## src/rtl/line_drawer.sv

```systemverilog
// Bresenham line rasteriser feeding VGA_framebuffer. It makes one pixel write per
// enabled step, covers all octants without swapping endpoints, and clips writes that fall off-screen.
module line_drawer #(
    parameter int X_W   = 10,
    parameter int Y_W   = 9,
    parameter int X_MAX = 640,
    parameter int Y_MAX = 480
) (
    input  logic           clk,
    input  logic           reset,
    input  logic           start,
    input  logic           step_en,
    input  logic [X_W-1:0] x0,
    input  logic [Y_W-1:0] y0,
    input  logic [X_W-1:0] x1,
    input  logic [Y_W-1:0] y1,
    input  logic           color_in,
    output logic           busy,
    output logic           done,
    output logic [X_W-1:0] x,
    output logic [Y_W-1:0] y,
    output logic           pixel_color,
    output logic           pixel_write
);
    localparam int ERR_W = X_W + 2;
    localparam int E2_W  = X_W + 3;
    localparam int CX_W  = X_W + 1;
    localparam int CY_W  = Y_W + 1;

    localparam logic signed [CX_W-1:0] X_LIM = CX_W'(X_MAX);
    localparam logic signed [CY_W-1:0] Y_LIM = CY_W'(Y_MAX);
    localparam logic signed [CX_W-1:0] X_ONE = CX_W'(1);
    localparam logic signed [CY_W-1:0] Y_ONE = CY_W'(1);

    typedef enum logic [1:0] {IDLE, INIT, DRAW} state_t;
    state_t state, state_next;

    logic [X_W-1:0]           x0_r, x1_r;
    logic [Y_W-1:0]           y0_r, y1_r;
    logic                     color_r;
    logic                     x_neg, y_neg;
    logic signed [ERR_W-1:0]  dx, dy, err;
    logic signed [CX_W-1:0]   cx;
    logic signed [CY_W-1:0]   cy;

    logic                     x_fwd, y_fwd;
    logic signed [ERR_W-1:0]  dx_init, dy_init, err_next;
    logic signed [E2_W-1:0]   e2, dx_e, dy_e;
    logic signed [CX_W-1:0]   cx_next, x1_ext;
    logic signed [CY_W-1:0]   cy_next, y1_ext;
    logic                     step_x, step_y, at_end, in_range;
    logic                     do_step, last_step;

    always_ff @(posedge clk) begin
        if (reset) state <= IDLE;
        else       state <= state_next;
    end

    always_comb begin
        state_next = state;
        case (state)
            IDLE:    if (start) state_next = INIT;
            INIT:    state_next = DRAW;
            DRAW:    if (step_en && at_end) state_next = IDLE;
            default: state_next = IDLE;
        endcase
    end

    always_comb begin
        busy      = (state != IDLE);
        do_step   = (state == DRAW) && step_en;
        last_step = do_step && at_end;
    end

    always_comb begin
        x_fwd   = x0_r < x1_r;
        y_fwd   = y0_r < y1_r;
        dx_init = x_fwd ? ERR_W'(x1_r - x0_r) : ERR_W'(x0_r - x1_r);
        dy_init = -(y_fwd ? ERR_W'(y1_r - y0_r) : ERR_W'(y0_r - y1_r));

        e2     = {err, 1'b0};
        dx_e   = E2_W'(dx);
        dy_e   = E2_W'(dy);
        step_x = (e2 >= dy_e);
        step_y = (e2 <= dx_e);

        // NOTE: blocking '=' is right in combinational logic; err_next accumulates both corrections in order.
        err_next = err;
        cx_next  = cx;
        cy_next  = cy;
        if (step_x) begin
            err_next = err_next + dy;
            cx_next  = x_neg ? cx - X_ONE : cx + X_ONE;
        end
        if (step_y) begin
            err_next = err_next + dx;
            cy_next  = y_neg ? cy - Y_ONE : cy + Y_ONE;
        end

        x1_ext   = {1'b0, x1_r};
        y1_ext   = {1'b0, y1_r};
        at_end   = (cx == x1_ext) && (cy == y1_ext);
        in_range = (cx < X_LIM) && (cy < Y_LIM);
    end

    // NOTE: working registers carry no reset; IDLE and INIT always reload them before DRAW reads them.
    always_ff @(posedge clk) begin
        case (state)
            IDLE: if (start) begin
                x0_r    <= x0;
                y0_r    <= y0;
                x1_r    <= x1;
                y1_r    <= y1;
                color_r <= color_in;
            end
            INIT: begin
                dx    <= dx_init;
                dy    <= dy_init;
                err   <= dx_init + dy_init;
                x_neg <= !x_fwd;
                y_neg <= !y_fwd;
                cx    <= {1'b0, x0_r};
                cy    <= {1'b0, y0_r};
            end
            DRAW: if (do_step && !at_end) begin
                err <= err_next;
                cx  <= cx_next;
                cy  <= cy_next;
            end
            default: ;
        endcase
    end

    // A clipped step still moves x/y; only the strobe is withheld.
    always_ff @(posedge clk) begin
        if (reset) begin
            x           <= '0;
            y           <= '0;
            pixel_color <= 1'b0;
            pixel_write <= 1'b0;
            done        <= 1'b0;
        end else begin
            pixel_write <= do_step && in_range;
            done        <= last_step;
            if (do_step) begin
                x           <= cx[X_W-1:0];
                y           <= cy[Y_W-1:0];
                pixel_color <= color_r;
            end
        end
    end

endmodule
```

## config.mk

```make
export PLATFORM = sky130hd
export DESIGN_NAME = line_drawer
export DESIGN_NICKNAME = d
export VERILOG_FILES = /design/src/rtl/line_drawer.sv
export SDC_FILE = /design/constraint.sdc
export NUM_CORES = 1
export LEC_CHECK = 0
export CAP_MARGIN = 20
export CORE_MARGIN = 2
export CORE_UTILIZATION = 40
export CTS_CLUSTER_DIAMETER = 80
export DETAILED_ROUTE_END_ITERATION = 16
export SLEW_MARGIN = 5
export SYNTH_ARGS = -nofsm -noshare
export SYNTH_HDL_FRONTEND = slang
export SYNTH_SLANG_ARGS = --single-unit
```

## constraint.sdc

```tcl
create_clock -name clk -period 10.3 [get_ports clk]
set_input_delay 1.545 -clock clk [delete_from_list [all_inputs] [get_ports clk]]
set_output_delay 1.545 -clock clk [all_outputs]
set_load 0.05 [all_outputs]
```

==> flow_summary_export.csv <==
group,metric,value,unit
run_status,outcome,"complete, no violations",
clock_tree,htree_levels,4,
detailed_routing,via_per_inst,5.066,
detailed_routing,wire_per_inst,15.76,um
finish,final_cell_mix,"ha_1, inv_1, edfxtp_1",
synthesis,synth_cell_types,70,
finish,areaGrowthSynthToFinish,16.96,%
finish,final_common_cell,"ha_1",
synthesis,synth.area.top_cells,"edfxtp_1, ha_1, xnor2_1",
sta,report.final.slew_viol_count,0,
sta,finalSetupViolations,0,
clock_tree,clkTransAtPathRegs,0.06,ns
synthesis,yosysWarnings,0,
setup_path,path_max_fanout,8,
job,drv_cap,0,
global_route,grt_max_degree,49,
clock_tree,clock-sinks,121,
setup_path,start_kind,"flip-flop",
die,dieArea,24630,sq um
synthesis,synth-edff-count,97,
setup_path,cp_data_required_time,10.46,ns
sta,min_period,4.996,ns
sta,worst-slew-pin-transition,0.9371,ns
clock_tree,clk_latency,0.43,ns
synthesis,syn_nets,1130,
finish,diodes,0,
global_route,grt_pass1_wl,34730,um
synthesis,yosys.area.top_type,"edfxtp_1",
synthesis,synth_compound_area_frac,0.1551,
hold_path,min_path_type,"flip-flop to flip-flop",
setup_path,endpoint_kind,"flip-flop",
synthesis,synth_top_family_by_area,"adder cells",
die,dieWidth,156.9,um
synthesis,synthMuxAreaShare,0.05496,
die,initial_core_util,0.4108,
die,design.core.area,22780,sq um
sta,relSlewSlack,0.3753,
place,dpl.hpwl,17140,um
sta,min_period_over_period,0.4850,
setup_path,criticalPathCategory,"flip-flop to flip-flop",
detailed_routing,drtAntennaViolNets,0,
clock_tree,cts_tree,"built",
global_route,grt_pass1_vias,6834,
synthesis,netlist_area,9356,sq um
synthesis,ys_seq_area_frac,0.3627,
place,gp_congestion,0.8537,
synthesis,ys.flop_type,"edfxtp_1",
synthesis,synthXorXnorAreaFrac,0.08197,
synthesis,synth.top_cell.area_share,0.3113,
clock_tree,hold_buffers,0,
detailed_routing,drc,0,
clock_tree,cts_resized,0,
sta,rsz0062_at_grt,"false",
sta,hold_viol,0,
sta,setup_tns,0,ns
die,io_pins,66,
synthesis,synth_area_per_cell,9.756,sq um
clock_tree,post_cts_buffers,0,
setup_path,cp.arrival,5.15,ns
synthesis,synth_adder_area_share,0.1784,
clock_tree,numCtsBuffers,17,
global_route,grt_overflow,0,
detailed_routing,dr.pass1.iters,4,
synthesis,synth_seq_cells,121,
die,num_rows,55,
place,io_buffers,65,
clock_tree,cts_root_buf,"clkbuf_16",
clock_tree,cts_buffer_depth,2,
finish,fin_nets,1199,
global_route,antenna_found_initial,0,
detailed_routing,drt_iter0_drc,293,
die,die_h,156.9,um
detailed_routing,routed_wl,21340,um
global_route,track_usage,0.1829,
sta,fin_skew,0.01445,ns
synthesis,yosys.area_share.simple,0.1138,
detailed_routing,num_vias,6860,
synthesis,synthCells,959,
synthesis,postSynth.asyncResetShare,0,
sta,fmax,200.2,MHz
finish,drive_above_1_share,0.06628,
sta,whs,0.4581,ns
-- synth_stat cells, drive strengths merged, types with 3 or more instances --
| cell | n |
|---|---|
| nand3b | 4 |
| a21boi | 5 |
| edfxtp | 97 |
| nor3 | 11 |
| nand2b | 7 |
| ha | 119 |
| nand3 | 9 |
| nor2b | 11 |
| fa | 9 |
| o21a | 10 |
| or3 | 9 |
| a21oi | 82 |
| o21bai | 9 |
| mux2 | 15 |
| nand4 | 12 |
| xnor2 | 63 |
| a21o | 30 |
| dfxtp | 24 |
| mux2i | 32 |
| clkbuf | 14 |
| nand2 | 87 |
| o211ai | 6 |
| and2 | 8 |
| inv | 106 |
| or2 | 5 |
| nor4 | 5 |
| a31oi | 11 |
| nor3b | 3 |
| nor2 | 41 |
| buf | 6 |
| o21ai | 58 |
| a211oi | 5 |
| xor2 | 22 |
-- layer usage --
metal	global-route usage	wire, um	vias to the layer above	share of wire
met5	0	0	-	0
met4	0.05199	353	0	0.017
met3	0.03497	803	20	0.038
met2	0.2941	9563	131	0.45
met1	0.2514	10620	3172	0.50
li1	-	-	3537	-
-- final cells by class --
| class | count | area (sq um) |
|---|---|---|
| multi-input cells | 711 | 5468 |
| fillers | 2146 | 11840 |
| clock inverters | 10 | 78.83 |
| repair buffers | 70 | 688.2 |
| clock buffers | 22 | 516.7 |
| flip-flops and latches | 121 | 3393 |
| well taps | 313 | 391.6 |
| inverters | 107 | 406.6 |
-- stage by stage --
stage          worst slack [ns]  instance area (sq um)  std cells    util
2_1_floorplan             5.888                   9356        959       -
3_3_place_gp              5.512                  10350       1322  0.4543
3_5_place_dp              5.366                  10350       1322  0.4543
4_1_cts                   5.335                  10940       1354  0.4804
5_1_grt                   4.889                  10940       1354  0.4804
6_report                  5.304                  10940       1354  0.4804
-- path summary, 6_finish.rpt --
path | from | end | slack, ns | depth (start not counted)
worst min register to register | y[8] | y[8] | 0.46 | 2
worst max-delay path | y0_r[0] | err[11] | 5.30 | 21
worst min-delay path | y[8] | y[8] | 0.46 | 2
worst max register to register | y0_r[0] | err[11] | 5.30 | 21
-- cell families (layout without fill, tap and decap cells) --
logic type	count (synthesis)	count (layout)
AND/OR/NAND/NOR	218	218
XOR/XNOR	85	85
AO/OA/AOI/OAI	233	233
flip-flops	121	121
adder cells (fa/ha/maj)	128	128
buffers and inverters	127	209
multiplexers	47	47
-- worst max-delay path, cell delays in order, from the launching register on --
cell	delay, ns
edfxtp_1	0.39
inv_1	0.09
ha_1	0.17
inv_1	0.06
fa_1	0.41
a21oi_2	0.23
o221ai_2	0.17
a21oi_4	0.35
mux2i_1	0.31
xnor2_2	0.20
nor2_1	0.12
xnor2_1	0.24
ha_1	0.31
and2_1	0.18
a311oi_1	0.34
o21ai_0	0.19
nand4_1	0.12
nand2_1	0.08
o41ai_1	0.34
xnor2_1	0.19
xnor2_1	0.14
mux2i_1	0.08
-- registers in the layout (all words and copies together) (netlist names), 2 cells and up --
name and cells:
y0_r 9, err 12, x1_r 10, x 10, state 2, dy 12, cy 10, x0_r 10
y 9, cx 11, dx 11, y1_r 9
Power is left out: the tool's default activity adds up to more than one toggle a clock period on the data nets, which glitch-free logic cannot reach.
